$ cat src/rtl/rtc_bus_arbiter.sv
// rtl/rtc_bus_arbiter.sv - shares the RTC register-bus engine between time refresh and user writes
// A free-running refresh timer requests a 3-register time read; user writes queue one deep.
module rtc_bus_arbiter #(
   parameter int          REFRESH_CYCLES = 100000,
   parameter int          TIMEOUT        = 255,
   parameter logic [7:0]  ADDR_SEG       = 8'h21,
   parameter logic [7:0]  ADDR_MIN       = 8'h22,
   parameter logic [7:0]  ADDR_HOR       = 8'h23
) (
   input  logic       clk,
   input  logic       reset,
   input  logic       wr_req,
   input  logic [7:0] wr_addr,
   input  logic [7:0] wr_data,
   output logic       wr_busy,
   output logic       wr_ack,
   output logic       bus_start,
   output logic       bus_rw,
   output logic [7:0] bus_addr,
   output logic [7:0] bus_wdata,
   input  logic       bus_done,
   input  logic [7:0] bus_rdata,
   output logic       bus_err,
   output logic [7:0] HRTC,
   output logic [7:0] MRTC,
   output logic [7:0] SRTC,
   output logic       time_valid
);

   localparam int RW = $clog2(REFRESH_CYCLES + 1);
   localparam int TW = $clog2(TIMEOUT + 1);

   typedef enum logic [2:0] {IDLE, W_ISSUE, W_WAIT, R_ISSUE, R_WAIT} state_t;

   state_t          state, state_n;
   logic [RW-1:0]   ref_cnt;
   logic [TW-1:0]   to_cnt;
   logic            refresh_pend, wr_pend, last_grant_w;
   logic [7:0]      wr_addr_q, wr_data_q;
   logic [1:0]      idx;
   logic [7:0]      shadow_seg, shadow_min;
   logic            ref_tc, to_hit;
   logic            grant_w, grant_r, w_fin, r_step, r_fin, r_abort;

   assign ref_tc    = (ref_cnt == RW'(REFRESH_CYCLES - 1));
   assign to_hit    = !bus_done && (to_cnt == TW'(TIMEOUT - 1));
   assign bus_start = (state == W_ISSUE) || (state == R_ISSUE);
   assign wr_busy   = wr_pend;

   always_ff @(posedge clk) begin
      if (reset) state <= IDLE;
      else       state <= state_n;
   end

   // On a tie the requester that was not served last wins.
   always_comb begin
      state_n = state;
      grant_w = 1'b0;
      grant_r = 1'b0;
      w_fin   = 1'b0;
      r_step  = 1'b0;
      r_fin   = 1'b0;
      r_abort = 1'b0;
      case (state)
         IDLE: begin
            if (wr_pend && (!refresh_pend || !last_grant_w)) begin
               state_n = W_ISSUE;
               grant_w = 1'b1;
            end else if (refresh_pend) begin
               state_n = R_ISSUE;
               grant_r = 1'b1;
            end
         end
         W_ISSUE: state_n = W_WAIT;
         W_WAIT: begin
            if (bus_done || to_hit) begin
               state_n = IDLE;
               w_fin   = 1'b1;
            end
         end
         R_ISSUE: state_n = R_WAIT;
         R_WAIT: begin
            if (bus_done) begin
               if (idx == 2'd2) begin
                  state_n = IDLE;
                  r_fin   = 1'b1;
               end else begin
                  state_n = R_ISSUE;
                  r_step  = 1'b1;
               end
            end else if (to_hit) begin
               state_n = IDLE;
               r_abort = 1'b1;
            end
         end
         default: state_n = IDLE;
      endcase
   end

   always_ff @(posedge clk) begin
      if (reset) begin
         ref_cnt      <= '0;
         to_cnt       <= '0;
         refresh_pend <= 1'b0;
         wr_pend      <= 1'b0;
         last_grant_w <= 1'b0;
         wr_addr_q    <= 8'h00;
         wr_data_q    <= 8'h00;
         idx          <= 2'd0;
         shadow_seg   <= 8'h00;
         shadow_min   <= 8'h00;
         bus_rw       <= 1'b0;
         bus_addr     <= 8'h00;
         bus_wdata    <= 8'h00;
         wr_ack       <= 1'b0;
         bus_err      <= 1'b0;
         time_valid   <= 1'b0;
         HRTC         <= 8'h00;
         MRTC         <= 8'h00;
         SRTC         <= 8'h00;
      end else begin
         ref_cnt <= ref_tc ? '0 : ref_cnt + RW'(1);
         if (ref_tc)       refresh_pend <= 1'b1;
         else if (grant_r) refresh_pend <= 1'b0;

         if (!wr_pend && wr_req) begin
            wr_pend   <= 1'b1;
            wr_addr_q <= wr_addr;
            wr_data_q <= wr_data;
         end else if (w_fin) begin
            wr_pend <= 1'b0;
         end

         if (bus_start)                              to_cnt <= '0;
         else if (state == W_WAIT || state == R_WAIT) to_cnt <= to_cnt + TW'(1);

         wr_ack     <= w_fin;
         bus_err    <= (w_fin && !bus_done) || r_abort;
         time_valid <= r_fin;

         if (grant_w) begin
            bus_rw    <= 1'b0;
            bus_addr  <= wr_addr_q;
            bus_wdata <= wr_data_q;
         end
         if (grant_r) begin
            idx      <= 2'd0;
            bus_rw   <= 1'b1;
            bus_addr <= ADDR_SEG;
         end
         if (r_step) begin
            idx <= idx + 2'd1;
            if (idx == 2'd0) begin
               shadow_seg <= bus_rdata;
               bus_addr   <= ADDR_MIN;
            end else begin
               shadow_min <= bus_rdata;
               bus_addr   <= ADDR_HOR;
            end
         end
         // Hours arrive in the final done cycle, so they bypass the shadows.
         if (r_fin) begin
            SRTC <= shadow_seg;
            MRTC <= shadow_min;
            HRTC <= bus_rdata;
         end
         if (r_fin || r_abort) begin
            idx          <= 2'd0;
            last_grant_w <= 1'b0;
         end
         if (w_fin) last_grant_w <= 1'b1;
      end
   end

endmodule

$ cat config.mk
export PLATFORM = sky130hd
export DESIGN_NAME = rtc_bus_arbiter
export DESIGN_NICKNAME = d
export VERILOG_FILES = /design/src/rtl/rtc_bus_arbiter.sv
export SDC_FILE = /design/constraint.sdc
export NUM_CORES = 1
export LEC_CHECK = 0
export ABC_AREA = 1
export ABC_CLOCK_PERIOD_IN_PS = 1950
export BUFFER_PORTS_ARGS = -buffer_cell sky130_fd_sc_hd__clkbuf_2
export CORE_ASPECT_RATIO = 1.75
export CORE_MARGIN = 10
export CORE_UTILIZATION = 45
export CTS_CLUSTER_SIZE = 25
export DETAILED_ROUTE_END_ITERATION = 6
export HOLD_SLACK_MARGIN = 0.05
export PLACE_DENSITY = 0.74
export SLEW_MARGIN = 20
export SYNTH_ARGS = -nofsm -noshare
export SYNTH_HDL_FRONTEND = slang
export SYNTH_SLANG_ARGS = --single-unit
$ cat constraint.sdc
create_clock -name clk -period 1.95 [get_ports clk]
set_input_delay 0.2925 -clock clk [delete_from_list [all_inputs] [get_ports clk]]
set_output_delay 0.2925 -clock clk [all_outputs]
set_load 0.01 [all_outputs]
After elaboration in Yosys (flattened, before gate mapping)
Index checks and enable logic that the tools add are counted.
{"block": "word_totals", "reg_bits": 109, "out_inout_bits": 46, "word_cells": 99}
{"block": "op_classes", "n_mux": 37, "bitwise_logic": 1, "addsub": 3, "eq_ne": 10, "reduce_logical": 28}
{"cell": "2-to-1 mux 1 bit", "n": 25}
{"cell": "2-to-1 mux 8 bit", "n": 3}
{"cell": "adder 17 x 1 -> 17 bit, second input constant", "n": 1}
{"cell": "== test 17 bit, second input constant", "n": 1}
{"cell": "2-to-1 mux 3 bit", "n": 5}
{"cell": "case mux 3 bit (5 select lines)", "n": 1}
{"cell": "nonzero test 2 bit", "n": 5}
{"cell": "adder 8 x 1 -> 8 bit, second input constant", "n": 1}
{"cell": "== test 8 bit, second input constant", "n": 1}
{"cell": "== test 3 x 2 -> 1 bit, second input constant", "n": 2}
{"cell": "logical OR 1 bit", "n": 6}
{"cell": "2-to-1 mux 2 bit", "n": 3}
{"cell": "!= test 3 bit, second input constant", "n": 2}
{"cell": "OR reduction 2 bit", "n": 3}
{"cell": "logical AND 1 bit", "n": 4}
{"cell": "zero test 1 bit", "n": 4}
{"cell": "AND reduction 2 bit", "n": 2}
{"cell": "== test 3 x 1 -> 1 bit, second input constant", "n": 1}
{"cell": "== test 3 bit, second input constant", "n": 1}
{"cell": "zero test 3 bit", "n": 1}
{"cell": "AND reduction 3 bit", "n": 1}
{"cell": "nonzero test 3 bit", "n": 1}
{"cell": "adder 2 x 1 -> 2 bit, second input constant", "n": 1}
{"cell": "== test 2 bit, second input constant", "n": 1}
{"cell": "3 further kinds", "n": 3}

Longest topological paths before layout
Gate-level depths: netlist (run 1).
{"block": "depth", "ltp_word": 8, "depth_mapped": 10}

Worst setup path before layout (run 1)
No wires, ideal clock.
{"block": "synth_path", "path_kind": "reg2reg", "startpoint": "register idx[0]", "endpoint": "register shadow_min[5]", "t_arrival_ps": 1321, "path_buffers": 1, "slack_ps": 563, "stages_incl_launch_ff": 9, "setup_ps": 66, "cell_sequence": "dfxtp_1 inv_1 ha_1 nor2_4 nand3_4 nor2_8 buf_12 o21ai_2 a21oi_2"}
{"block": "synth_between", "elab_chain_len": 5, "word_cells_on_any_way": 7, "cone_classes": "1 x eq/ne; 3 x mux; 1 x bitwise; 2 x reduce/logical"}
{"item": "from (decl)", "line_no": "40", "source": "logic [1:0] idx;"}
{"item": "from (signal assigned)", "line_no": "152", "source": "idx <= idx + 2'd1;"}
{"item": "== test 2 bit", "line_no": "84", "source": "if (idx == 2'd2) begin"}
{"item": "2-to-1 mux 1 bit", "line_no": "84"}
{"item": "2-to-1 mux 1 bit", "line_no": "83", "source": "if (bus_done) begin"}
{"item": "2-to-1 mux 1 bit", "line_no": "64", "source": "case (state)"}
{"item": "AND reduction 2 bit (no line) (*)"}
{"item": "to (signal assigned)", "line_no": "157", "source": "shadow_min <= bus_rdata;"}
{"item": "to (decl)", "line_no": "41", "source": "logic [7:0] shadow_seg, shadow_min;"}
Mark *: on every way between the ends. The rest lies on a longest branch, timed or not.
A chain may end at the register's enable or synchronous reset.

Worst setup path after layout (run 1)
{"block": "layout_path", "startpoint": "register idx[0]", "endpoint": "register bus_addr[0]"}
{"block": "layout_between", "elab_chain_len": 5, "word_cells_on_any_way": 8, "cone_classes": "1 x eq/ne; 5 x mux; 2 x reduce/logical"}
{"item": "== test 2 bit", "line_no": "84"}
{"item": "2-to-1 mux 1 bit", "line_no": "84"}
{"item": "2-to-1 mux 1 bit", "line_no": "83"}
{"item": "2-to-1 mux 1 bit", "line_no": "64"}
{"item": "nonzero test 3 bit (no line) / 2-to-1 mux 8 bit (equally long branches)"}
{"item": "to (signal assigned)", "line_no": "143", "source": "bus_addr <= wr_addr_q;"}
{"item": "to (decl)", "line_no": "19", "source": "output logic [7:0] bus_addr,"}
Parallel ways exist; a longest one is shown, timed or not.

==> reports/metrics.cfg, run 1 <==
[timing]
fmaxAchievable_ghz=0.627
rsz0062_at_grt=false
period_share_pct=81.8
holdWs_ns=0.199
final_hold_viol_count=0
skew_ns=0.00624
relSlewSlack_pct=61.1
fin_crit_ns=1.60
setup_tns_ns=0
setup_viol=0
worst_pin_slew_ns=0.582
timing.final.max_slew_violations=0

[route]
routed-via-count=3715
firstDrtPassIters=4
routedWlPerCell_um=13.3
drt_iter0_markers=166
remaining_drc_errors=0
via_per_inst=4.92
drt-total-wl_um=10000
drtAntennaViolNets=0

[grt]
grt_max_degree=46
antenna_found_initial=0
grt.overflow.total=0
grt_first_pass_wirelength_um=16900
grt.total_usage_pct=14.6
grt_pass1_vias=3776

[floorplan]
pin_count=74
die-area_um2=14100
die_h_um=150
initial_core_util_pct=45.9
rows=47
die_w_um=94.0
coreArea_um2=9410

[logic_synthesis]
syn-num-nets=588
ys_types=35
syn-instance-count=555
ys_warn_count=0
synth_seq_cells=109
yosysSeqAreaShare_pct=50.6
syn_area_per_cell_um2=7.77
synth.cell_area_um2=4310

[setup_path]
cp_cell_sequence=inv_1 > ha_1 > nor2_4 > nand3_4 > nor2_8 > inv_1 > nand2_1 > a21oi_1
worstPathMaxFanout=17
end_kind=register
setup.worst_path.end=bus_addr[0]$_SDFFE_PP0P_
crit_required_ns=2.18
r2r-end=bus_addr[0]$_SDFFE_PP0P_
path_delay_family=simple AND/OR/NAND/NOR gates
crit_buf_inv=2
r2r_setup_slack_ns=0.35
r2r-start=idx[0]$_SDFFE_PP0P_
crit_path_max_incr_delay_ns=0.31
crit_cells=8
startpoint_type=register
critical_path_class=register to register
arrival_ns=1.82
crit_path_start=idx[0]$_SDFFE_PP0P_
worst_path_max_delay_cell=dfxtp_1
r2r_cells=8
cp_common_cell=inv_1

[hold_path]
hold_path.class=primary input to register

[cts]
cts_hold_buf=0
clk_latency_ns=0.34
ctsLongestPathBuffers=2
cts_resized=0
cts.clk_slew.worst_paths_ns=0.07
htree_levels=3
cts_setup_buffers=0
cts.sinks=109
cts_tree=done
root_buffer=clkbuf_16
cts_made_buffers=9

[pwr]
p_per_area_nw_per_um2=923
static-leakage-power_nw=2.29
ir_drop_mv=0.801

[finish]
drive_gt1_share_pct=18.3
area_growth_pct=17.7
layout.nets=661
diodes=0

[outcome]
status=completed

[placed_design]
place_congestion=0.948
port_buffers=73
hpwl_um=7570

[job]
cap_violations=0

[metrics by stage]
step           power (mW)  area (um2)  utilization, %  std cells  worst slack, ns
2_1_floorplan        2.66        4310               -        555            0.563
3_3_place_gp         2.79        4750            50.5        739            0.316
3_5_place_dp         2.80        4750            50.5        739            0.257
4_1_cts              4.72        5080            54.0        755            0.339
5_1_grt              4.85        5080            54.0        755            0.139
6_report             4.69        5080            54.0        755            0.354
[cells in the mapped netlist]
cell,number,area [um2]
nand2_1,131,492
dfxtp_1,109,2180
nor2_1,80,300
inv_1,49,184
o21ai_0,49,245
a21oi_1,41,205
nand3_1,24,120
nand4_1,10,62.6
clkbuf_1,5,18.8
ha_1,5,62.6
nor3_1,5,25.0
a21oi_2,4,35.0
buf_2,4,20.0
inv_2,4,15.0
o21ai_2,4,35.0
xor2_1,4,35.0
buf_4,3,22.5
o21ai_1,3,15.0
a31oi_1,2,12.5
nor2_4,2,22.5
nor2_8,2,40.0
or2_2,2,12.5
buf_12,1,20.0
buf_6,1,11.3
buf_8,1,15.0
bufinv_8,1,17.5
nand2_2,1,6.26
nand3_4,1,17.5
nand3b_1,1,7.51
nand4_4,1,21.3
nor2_2,1,6.26
nor4_1,1,6.26
o21bai_1,1,7.51
or2_1,1,6.26
xnor2_1,1,8.76
[layer usage]
metal,part of all wire [%],global-route usage [%],vias up
met4,2.1,6.79,0
met3,4.1,3.31,19
li1,-,-,1922
met2,52,26.1,85
met1,41,15.6,1689
met5,0,0,-
[how the worst min path moves through the flow]
stage,from,cells past startpoint,to
global route,wr_data[2],3,wr_data_q[2]$_SDFFE_PP0P_
CTS,wr_data[2],3,wr_data_q[2]$_SDFFE_PP0P_
global placement,ref_cnt[0]$_SDFF_PP0_,1,ref_cnt[0]$_SDFF_PP0_
finish,wr_data[2],3,wr_data_q[2]$_SDFFE_PP0P_
floorplan,bus_done,1,bus_err$_SDFF_PP0_
detailed placement,MRTC[0]$_SDFFE_PP0P_,2,MRTC[0]$_SDFFE_PP0P_
[state kept, by name, summed over array words and instances (netlist names), 8 cells and up]
name,flops
shadow_min,8
to_cnt,8
HRTC,8
shadow_seg,8
wr_addr_q,8
ref_cnt,17
SRTC,8
MRTC,8
bus_wdata,8
wr_data_q,8
bus_addr,8
[area by class of cell]
class | instances | area, um2
clock inverters | 6 | 86.3
well taps | 122 | 153
flip-flops and latches | 109 | 2180
multi-input cells | 377 | 1810
clock buffers | 10 | 239
repair buffers | 77 | 395
inverters | 54 | 216
fillers | 901 | 4330
[cell families after synthesis]
kind of cell | synth area share [%]
AO/OA/AOI/OAI | 12.9
XOR/XNOR | 1.02
adder cells (fa/ha/maj) | 1.45
buffers and inverters | 7.51
flip-flops | 50.6
AND/OR/NAND/NOR | 26.6
[cell usage in the layout, fill, tap and decap left out, types with 4 or more instances in the layout]
cell	n
nand2_1	131
dfxtp_1	109
nor2_1	80
clkbuf_2	73
inv_1	49
o21ai_0	49
a21oi_1	41
nand3_1	24
nand4_1	10
clkbuf_16	9
nor3_1	5
ha_1	5
inv_2	4
o21ai_2	4
a21oi_2	4
xor2_1	4
buf_4	4
[report_power, final]
group	leakage, nW	internal [mW]	switching [mW]
combinational	1.24	0.135	0.248
clock	0.158	1.16	0.785
sequential	0.885	2.31	0.0549
total	2.29	3.60	1.09
[worst min-delay path, stage by stage]
cell and delay [ns]:
clkbuf_2 0.07, o21ai_0 0.07, nor2_1 0.08
(Power assumes the default switching activity.)
==> run 2: changes to the inputs <==
--- a/config.mk
+++ b/config.mk
@@ -6,7 +6,7 @@
 export NUM_CORES = 1
 export LEC_CHECK = 0
 export ABC_AREA = 1
-export ABC_CLOCK_PERIOD_IN_PS = 1950
+export ABC_CLOCK_PERIOD_IN_PS = 1600
 export BUFFER_PORTS_ARGS = -buffer_cell sky130_fd_sc_hd__clkbuf_2
 export CORE_ASPECT_RATIO = 1.75
 export CORE_MARGIN = 10
==> constraint.sdc (replaced) <==
create_clock -name clk -period 1.6 [get_ports clk]
set_input_delay 0.24 -clock clk [delete_from_list [all_inputs] [get_ports clk]]
set_output_delay 0.24 -clock clk [all_outputs]
set_load 0.01 [all_outputs]
==> run 2 against run 1 <==
Compared with the run above:
- register-to-register slack lost 0.27 ns
- routed wire length up 4.3%
- utilization rose by 1.6 points
- via count is 2.7% higher
- cell count grew 1.9%
- count of clock-buffer cells in the layout rose by 3
- non-clock buffer count increased by 12
==> reports/metrics.cfg, run 2 (synthesis results as in run 1) <==
[grt]
grt.total_usage_pct=14.6  ; about the same
grt_first_pass_wirelength_um=16900  ; about the same
grt_max_degree=26  ; was 46
antenna_found_initial=0  ; unchanged
grt_pass1_vias=3725  ; was 3776
grt.overflow.total=0  ; unchanged

[timing]
fin_ws_ns=0.0860  ; was 0.354 ns
rsz0062_at_grt=false  ; unchanged
timing.final.max_slew_violations=0  ; unchanged
fmaxAchievable_ghz=0.661  ; was 0.627 GHz
setup_tns_ns=0  ; unchanged
relSlewSlack_pct=66.6  ; was 61.1%
final_hold_viol_count=0  ; unchanged
worst_pin_slew_ns=0.501  ; was 0.582 ns
period_share_pct=94.6  ; was 81.8%
fin_crit_ns=1.51  ; was 1.60 ns
skew_ns=0.00448  ; was 0.00624 ns
setup_viol=0  ; unchanged

[setup_path]
cp_cell_sequence=inv_2 > ha_4 > nor2_4 > nand3_4 > nor2_8 > buf_12 > o21ai_2 > a21oi_2  ; was inv_1 > ha_1 > nor2_4 > nand3_4 > nor2_8 > inv_1 > nand2_1 > a21oi_1
critical_path_class=register to register  ; unchanged
startpoint_type=register  ; unchanged
arrival_ns=1.79  ; was 1.82 ns
end_kind=register  ; unchanged
crit_path_max_incr_delay_ns=0.33  ; was 0.31 ns
worstPathMaxFanout=7  ; was 17
worst_path_max_delay_cell=dfxtp_1  ; unchanged
crit_required_ns=1.88  ; was 2.18 ns

[pwr]
p_per_area_nw_per_um2=1070  ; was 923 nW/um2
ir_drop_mv=0.840  ; was 0.801 mV
static-leakage-power_nw=2.35  ; was 2.29 nW

[finish]
drive_gt1_share_pct=21.2  ; was 18.3%
fill_cells=871  ; was 901
area_growth_pct=21.3  ; was 17.7%
diodes=0  ; unchanged
layout.nets=675  ; was 661
layout_commonest_cell=nand2_1  ; unchanged
final_cells=769  ; was 755
largest_reg_flops=17  ; unchanged
regMostFlops=ref_cnt  ; unchanged
layout_common_cells=nand2_1 (129), dfxtp_1 (109), nor2_1 (76), clkbuf_2 (73), o21ai_0 (49)  ; was nand2_1 (131), dfxtp_1 (109), nor2_1 (80), clkbuf_2 (73)
postLayoutCellArea_um2=5230  ; was 5080 um2

[route]
drtAntennaViolNets=0  ; unchanged
drt_iter0_markers=178  ; was 166
via_per_inst=4.96  ; was 4.92
routed-via-count=3814  ; was 3715
routedWlPerCell_um=13.6  ; was 13.3 um
firstDrtPassIters=4  ; unchanged
remaining_drc_errors=0  ; unchanged
drt-total-wl_um=10500  ; was 10000 um

[cts]
root_buffer=clkbuf_16  ; unchanged
cts_hold_buf=0  ; unchanged
htree_levels=3  ; unchanged
cts_made_buffers=9  ; unchanged
cts_tree=done  ; unchanged
cts.clk_slew.worst_paths_ns=0.07  ; about the same
ctsLongestPathBuffers=2  ; unchanged
clk_latency_ns=0.34  ; about the same
cts.sinks=109  ; unchanged

[floorplan]
pin_count=74  ; unchanged
die_h_um=150  ; unchanged
die-area_um2=14100  ; unchanged
initial_core_util_pct=45.9  ; unchanged
coreArea_um2=9410  ; unchanged
rows=47  ; unchanged
die_w_um=94.0  ; unchanged

[placed_design]
dp.cells=743  ; was 739
hpwl_um=7700  ; was 7570 um
place_congestion=0.827  ; was 0.948
port_buffers=73  ; unchanged
placed_area_um2=4800  ; was 4750 um2
dp_slack_ns=0.0100  ; was 0.257 ns

[outcome]
status=completed  ; unchanged

[hold_path]
hold_path.class=primary input to register  ; unchanged

[job]
cap_violations=0  ; unchanged

==> run 2: cell count changes in the layout (fill, tap and decap cells not counted), moves of 2 or more <==
cell,change
buf_12,+2
buf_4,+10
clkbuf_1,+2
ha_1,-2
nand2_1,-2
nor2_1,-4
nor2_2,+4
nor2_4,+2
==> run 2: final cells by class <==
class / instances / area [um2] / share of cell area [%]
inverter: 54 / 219 / 4.18
clock inverter: 3 / 43.8 / 0.837
timing repair buffer: 89 / 510 / 9.75
multi-input combinational: 379 / 1870 / 35.6
clock buffer: 13 / 260 / 4.97
tap: 122 / 153 / 2.92
sequential: 109 / 2180 / 41.7
==> run 2: path summary, 6_finish.rpt <==
path | from | to | slack (ns) | cells past startpoint
worst min-delay path | wr_data[4] | wr_data_q[4]$_SDFFE_PP0P_ | 0.14 | 3
worst min register to register | MRTC[1]$_SDFFE_PP0P_ | MRTC[1]$_SDFFE_PP0P_ | 0.45 | 2
worst max register to register | idx[0]$_SDFFE_PP0P_ | shadow_seg[4]$_SDFFE_PP0P_ | 0.09 | 8
worst max-delay path | idx[0]$_SDFFE_PP0P_ | shadow_seg[4]$_SDFFE_PP0P_ | 0.09 | 8
==> run 2: where the power goes <==
group	total [mW]	internal (mW)	switching, mW
combinational	0.494	0.180	0.314
clock	2.25	1.30	0.948
sequential	2.88	2.81	0.0671
total	5.62	4.29	1.33
==> run 2: through the flow <==
step | hold slack, ns | total power, mW | util, %
6_report | 0.140 | 5.62 | 55.6
5_1_grt | 0.158 | 5.85 | 55.6
4_1_cts | 0.135 | 5.66 | 54.2
3_5_place_dp | 0.436 | 3.43 | 51.0
3_3_place_gp | 0.429 | 3.41 | 51.0
2_1_floorplan | 0.319 | 3.25 | -
==> run 2: worst max-delay path: cells and delay by family (launching register included) <==
| family | cells | cell delay [ns] |
|---|---|---|
| AND/OR/NAND/NOR | 3 | 0.58 |
| flip-flops | 1 | 0.33 |
| buffers and inverters | 2 | 0.20 |
| adder cells (fa/ha/maj) | 1 | 0.17 |
| AO/OA/AOI/OAI | 2 | 0.16 |
==> run 2: what timing repair did <==
item,4_1_cts,5_1_grt
setup endpoints to repair,2,23
endpoints found under the hold margin,0,0
pin swaps,0,5
gates cloned,0,2
gates resized for setup,1,11
setup buffers,0,8
==> run 2: per-layer routing <==
layer / global-route usage (%) / wire (um)
met2: 25.5 / 5450
met5: 0 / 0
met1: 15.5 / 4140
met4: 6.11 / 230
met3: 5.12 / 637
==> run 3: changes to the inputs <==
--- a/config.mk
+++ b/config.mk
@@ -15,6 +15,7 @@
 export DETAILED_ROUTE_END_ITERATION = 6
 export HOLD_SLACK_MARGIN = 0.05
 export PLACE_DENSITY = 0.74
+export RECOVER_POWER = 25
 export SLEW_MARGIN = 20
 export SYNTH_ARGS = -nofsm -noshare
 export SYNTH_HDL_FRONTEND = slang
==> run 3 against run 2 <==
Compared with the run above:
- clock skew is essentially flat
- global-route usage is the same
- largest power group unchanged
- routed wire length grew 0.29%
- via count is essentially flat
- hold slack gained 0.00069 ns
- final area shrank 0.91%
- sequential share of layout area grew 0.38 points
- maximum frequency grew 0.20%
==> reports/metrics.cfg, run 3 (synthesis results as in run 1) <==
[job]
cap_violations=0  ; unchanged

[finish]
fill_cells=893  ; was 871
diodes=0  ; unchanged
multiInputGateArea_um2=1870  ; unchanged
area_growth_pct=20.2  ; was 21.3%
layout_common_cells=nand2_1 (129), dfxtp_1 (109), nor2_1 (76), o21ai_0 (49), inv_1 (48)  ; was nand2_1 (129), dfxtp_1 (109), nor2_1 (76), clkbuf_2 (73), o21ai_0 (49)
drive_gt1_share_pct=15.3  ; was 21.2%
largest_reg_flops=17  ; unchanged
layout_commonest_cell=nand2_1  ; unchanged
regArea_um2=2180  ; unchanged
postLayoutCellArea_um2=5190  ; was 5230 um2
layout.nets=675  ; unchanged
regMostFlops=ref_cnt  ; unchanged

[grt]
grt_max_degree=26  ; unchanged
grt_first_pass_wirelength_um=16900  ; unchanged
grt.overflow.total=0  ; unchanged
grt.total_usage_pct=14.6  ; unchanged
grt_pass1_vias=3725  ; unchanged
antenna_found_initial=0  ; unchanged

[placed_design]
port_buffers=73  ; unchanged
place_congestion=0.827  ; unchanged
hpwl_um=7700  ; unchanged
placed_area_um2=4800  ; unchanged
dp_slack_ns=0.0100  ; unchanged

[hold_path]
hold_path.class=primary input to register  ; unchanged
min_to=wr_data_q[4]$_SDFFE_PP0P_  ; unchanged
hold_depth=3  ; unchanged
hp-start=wr_data[4]  ; unchanged

[cts]
cts_tree=done  ; unchanged
cts_made_buffers=9  ; unchanged
cts.sinks=109  ; unchanged
clk_latency_ns=0.35  ; was 0.34 ns
root_buffer=clkbuf_16  ; unchanged
htree_levels=3  ; unchanged
cts.clk_slew.worst_paths_ns=0.07  ; about the same
ctsLongestPathBuffers=2  ; unchanged

[pwr]
static-leakage-power_nw=2.22  ; was 2.35 nW
p_per_area_nw_per_um2=1080  ; was 1070 nW/um2
ir_drop_mv=0.841  ; was 0.840 mV

[route]
firstDrtPassIters=4  ; unchanged
via_per_inst=4.96  ; about the same
routed-via-count=3811  ; was 3814
drt-total-wl_um=10500  ; about the same
drt_iter0_markers=186  ; was 178
drtAntennaViolNets=0  ; unchanged
remaining_drc_errors=0  ; unchanged
routedWlPerCell_um=13.6  ; about the same

[floorplan]
die_w_um=94.0  ; unchanged
die_h_um=150  ; unchanged
coreArea_um2=9410  ; unchanged
initial_core_util_pct=45.9  ; unchanged
pin_count=74  ; unchanged
rows=47  ; unchanged
die-area_um2=14100  ; unchanged

[setup_path]
end_kind=register  ; unchanged
critical_path_class=register to register  ; unchanged
r2r-start=idx[0]$_SDFFE_PP0P_  ; unchanged
worstPathMaxFanout=7  ; unchanged
crit_path_start=idx[0]$_SDFFE_PP0P_  ; unchanged
cp_cell_sequence=inv_2 > ha_4 > nor2_4 > nand3_4 > nor2_8 > buf_12 > o21ai_2 > a21oi_2  ; unchanged
arrival_ns=1.79  ; about the same
r2r-end=shadow_seg[4]$_SDFFE_PP0P_  ; unchanged
crit_path_max_incr_delay_ns=0.33  ; about the same
crit_required_ns=1.88  ; about the same
startpoint_type=register  ; unchanged
r2r_setup_slack_ns=0.09  ; about the same
r2r_cells=8  ; unchanged
worst_path_max_delay_cell=dfxtp_1  ; unchanged

[timing]
setup_tns_ns=0  ; unchanged
timing.final.max_slew_violations=0  ; unchanged
fin_ws_ns=0.0890  ; was 0.0860 ns
setup_viol=0  ; unchanged
worst_pin_slew_ns=0.501  ; about the same
period_share_pct=94.4  ; was 94.6%
fmaxAchievable_ghz=0.662  ; was 0.661 GHz
final_hold_viol_count=0  ; unchanged
holdWs_ns=0.141  ; was 0.140 ns
rsz0062_at_grt=false  ; unchanged
skew_ns=0.00415  ; was 0.00448 ns
relSlewSlack_pct=66.6  ; about the same
fin_crit_ns=1.51  ; about the same

[outcome]
status=completed  ; unchanged

## run 3: changes by cell type in the layout (fill, tap and decap cells not counted)
cell | before | now
clkbuf_1 | 2 | 40
clkbuf_2 | 73 | 35
## run 3: stage by stage
stage,total power [mW],instances,util (%)
final,5.62,769,55.1
after global routing,5.84,769,55.1
after CTS,5.66,759,54.2
after detailed placement,3.43,743,51.0
after global placement,3.41,743,51.0
after floorplan,3.25,555,-
## run 3: timing repair
item,in CTS,in global routing
buffers inserted,0,8
endpoints found under the hold margin,0,0
endpoints found under the setup margin,2,23
resized for setup,1,11
pin swaps,0,5
cloned,0,2
hold buffers,0,0
## run 3: cell type report
cell class	count	share of cell area, %
timing repair buffer	89	8.93
clock buffer	13	5.02
tap	122	2.94
clock inverter	3	0.844
sequential	109	42.1
multi-input combinational	379	36.0
inverter	54	4.22
## run 3: how the worst max path moves through the flow
stage               cells past startpoint  slack (ns)                         end
finish                                  8        0.09  shadow_seg[4]$_SDFFE_PP0P_
global route                            7        0.01      ref_cnt[10]$_SDFF_PP0_
CTS                                     3        0.03                   bus_start
detailed placement                     10        0.01         idx[0]$_SDFFE_PP0P_
global placement                       10        0.07         idx[0]$_SDFFE_PP0P_
floorplan                               8        0.21  shadow_min[5]$_SDFFE_PP0P_
## run 3: layer usage
metal / track usage [%] / vias to the layer above / wire length (um)
met4: 6.11 / 0 / 238
met2: 25.5 / 106 / 5420
met3: 5.12 / 21 / 625
li1: - / 1957 / -
met1: 15.5 / 1727 / 4210
met5: 0 / - / 0
## run 3: worst max-delay path, delay by kind of cell (launching register included)
kind,cells,cell delay (ns)
compound gates,2,0.16
simple gates,3,0.58
fa+ha+maj,1,0.17
buf+inv,2,0.20
flops,1,0.33
## run 3: power by group
group          leakage [nW]  internal, mW  switching [mW]
Clock                 0.150          1.30           0.950
Sequential            0.885          2.81          0.0667
Combinational          1.18         0.172           0.315
Total                  2.22          4.29            1.33
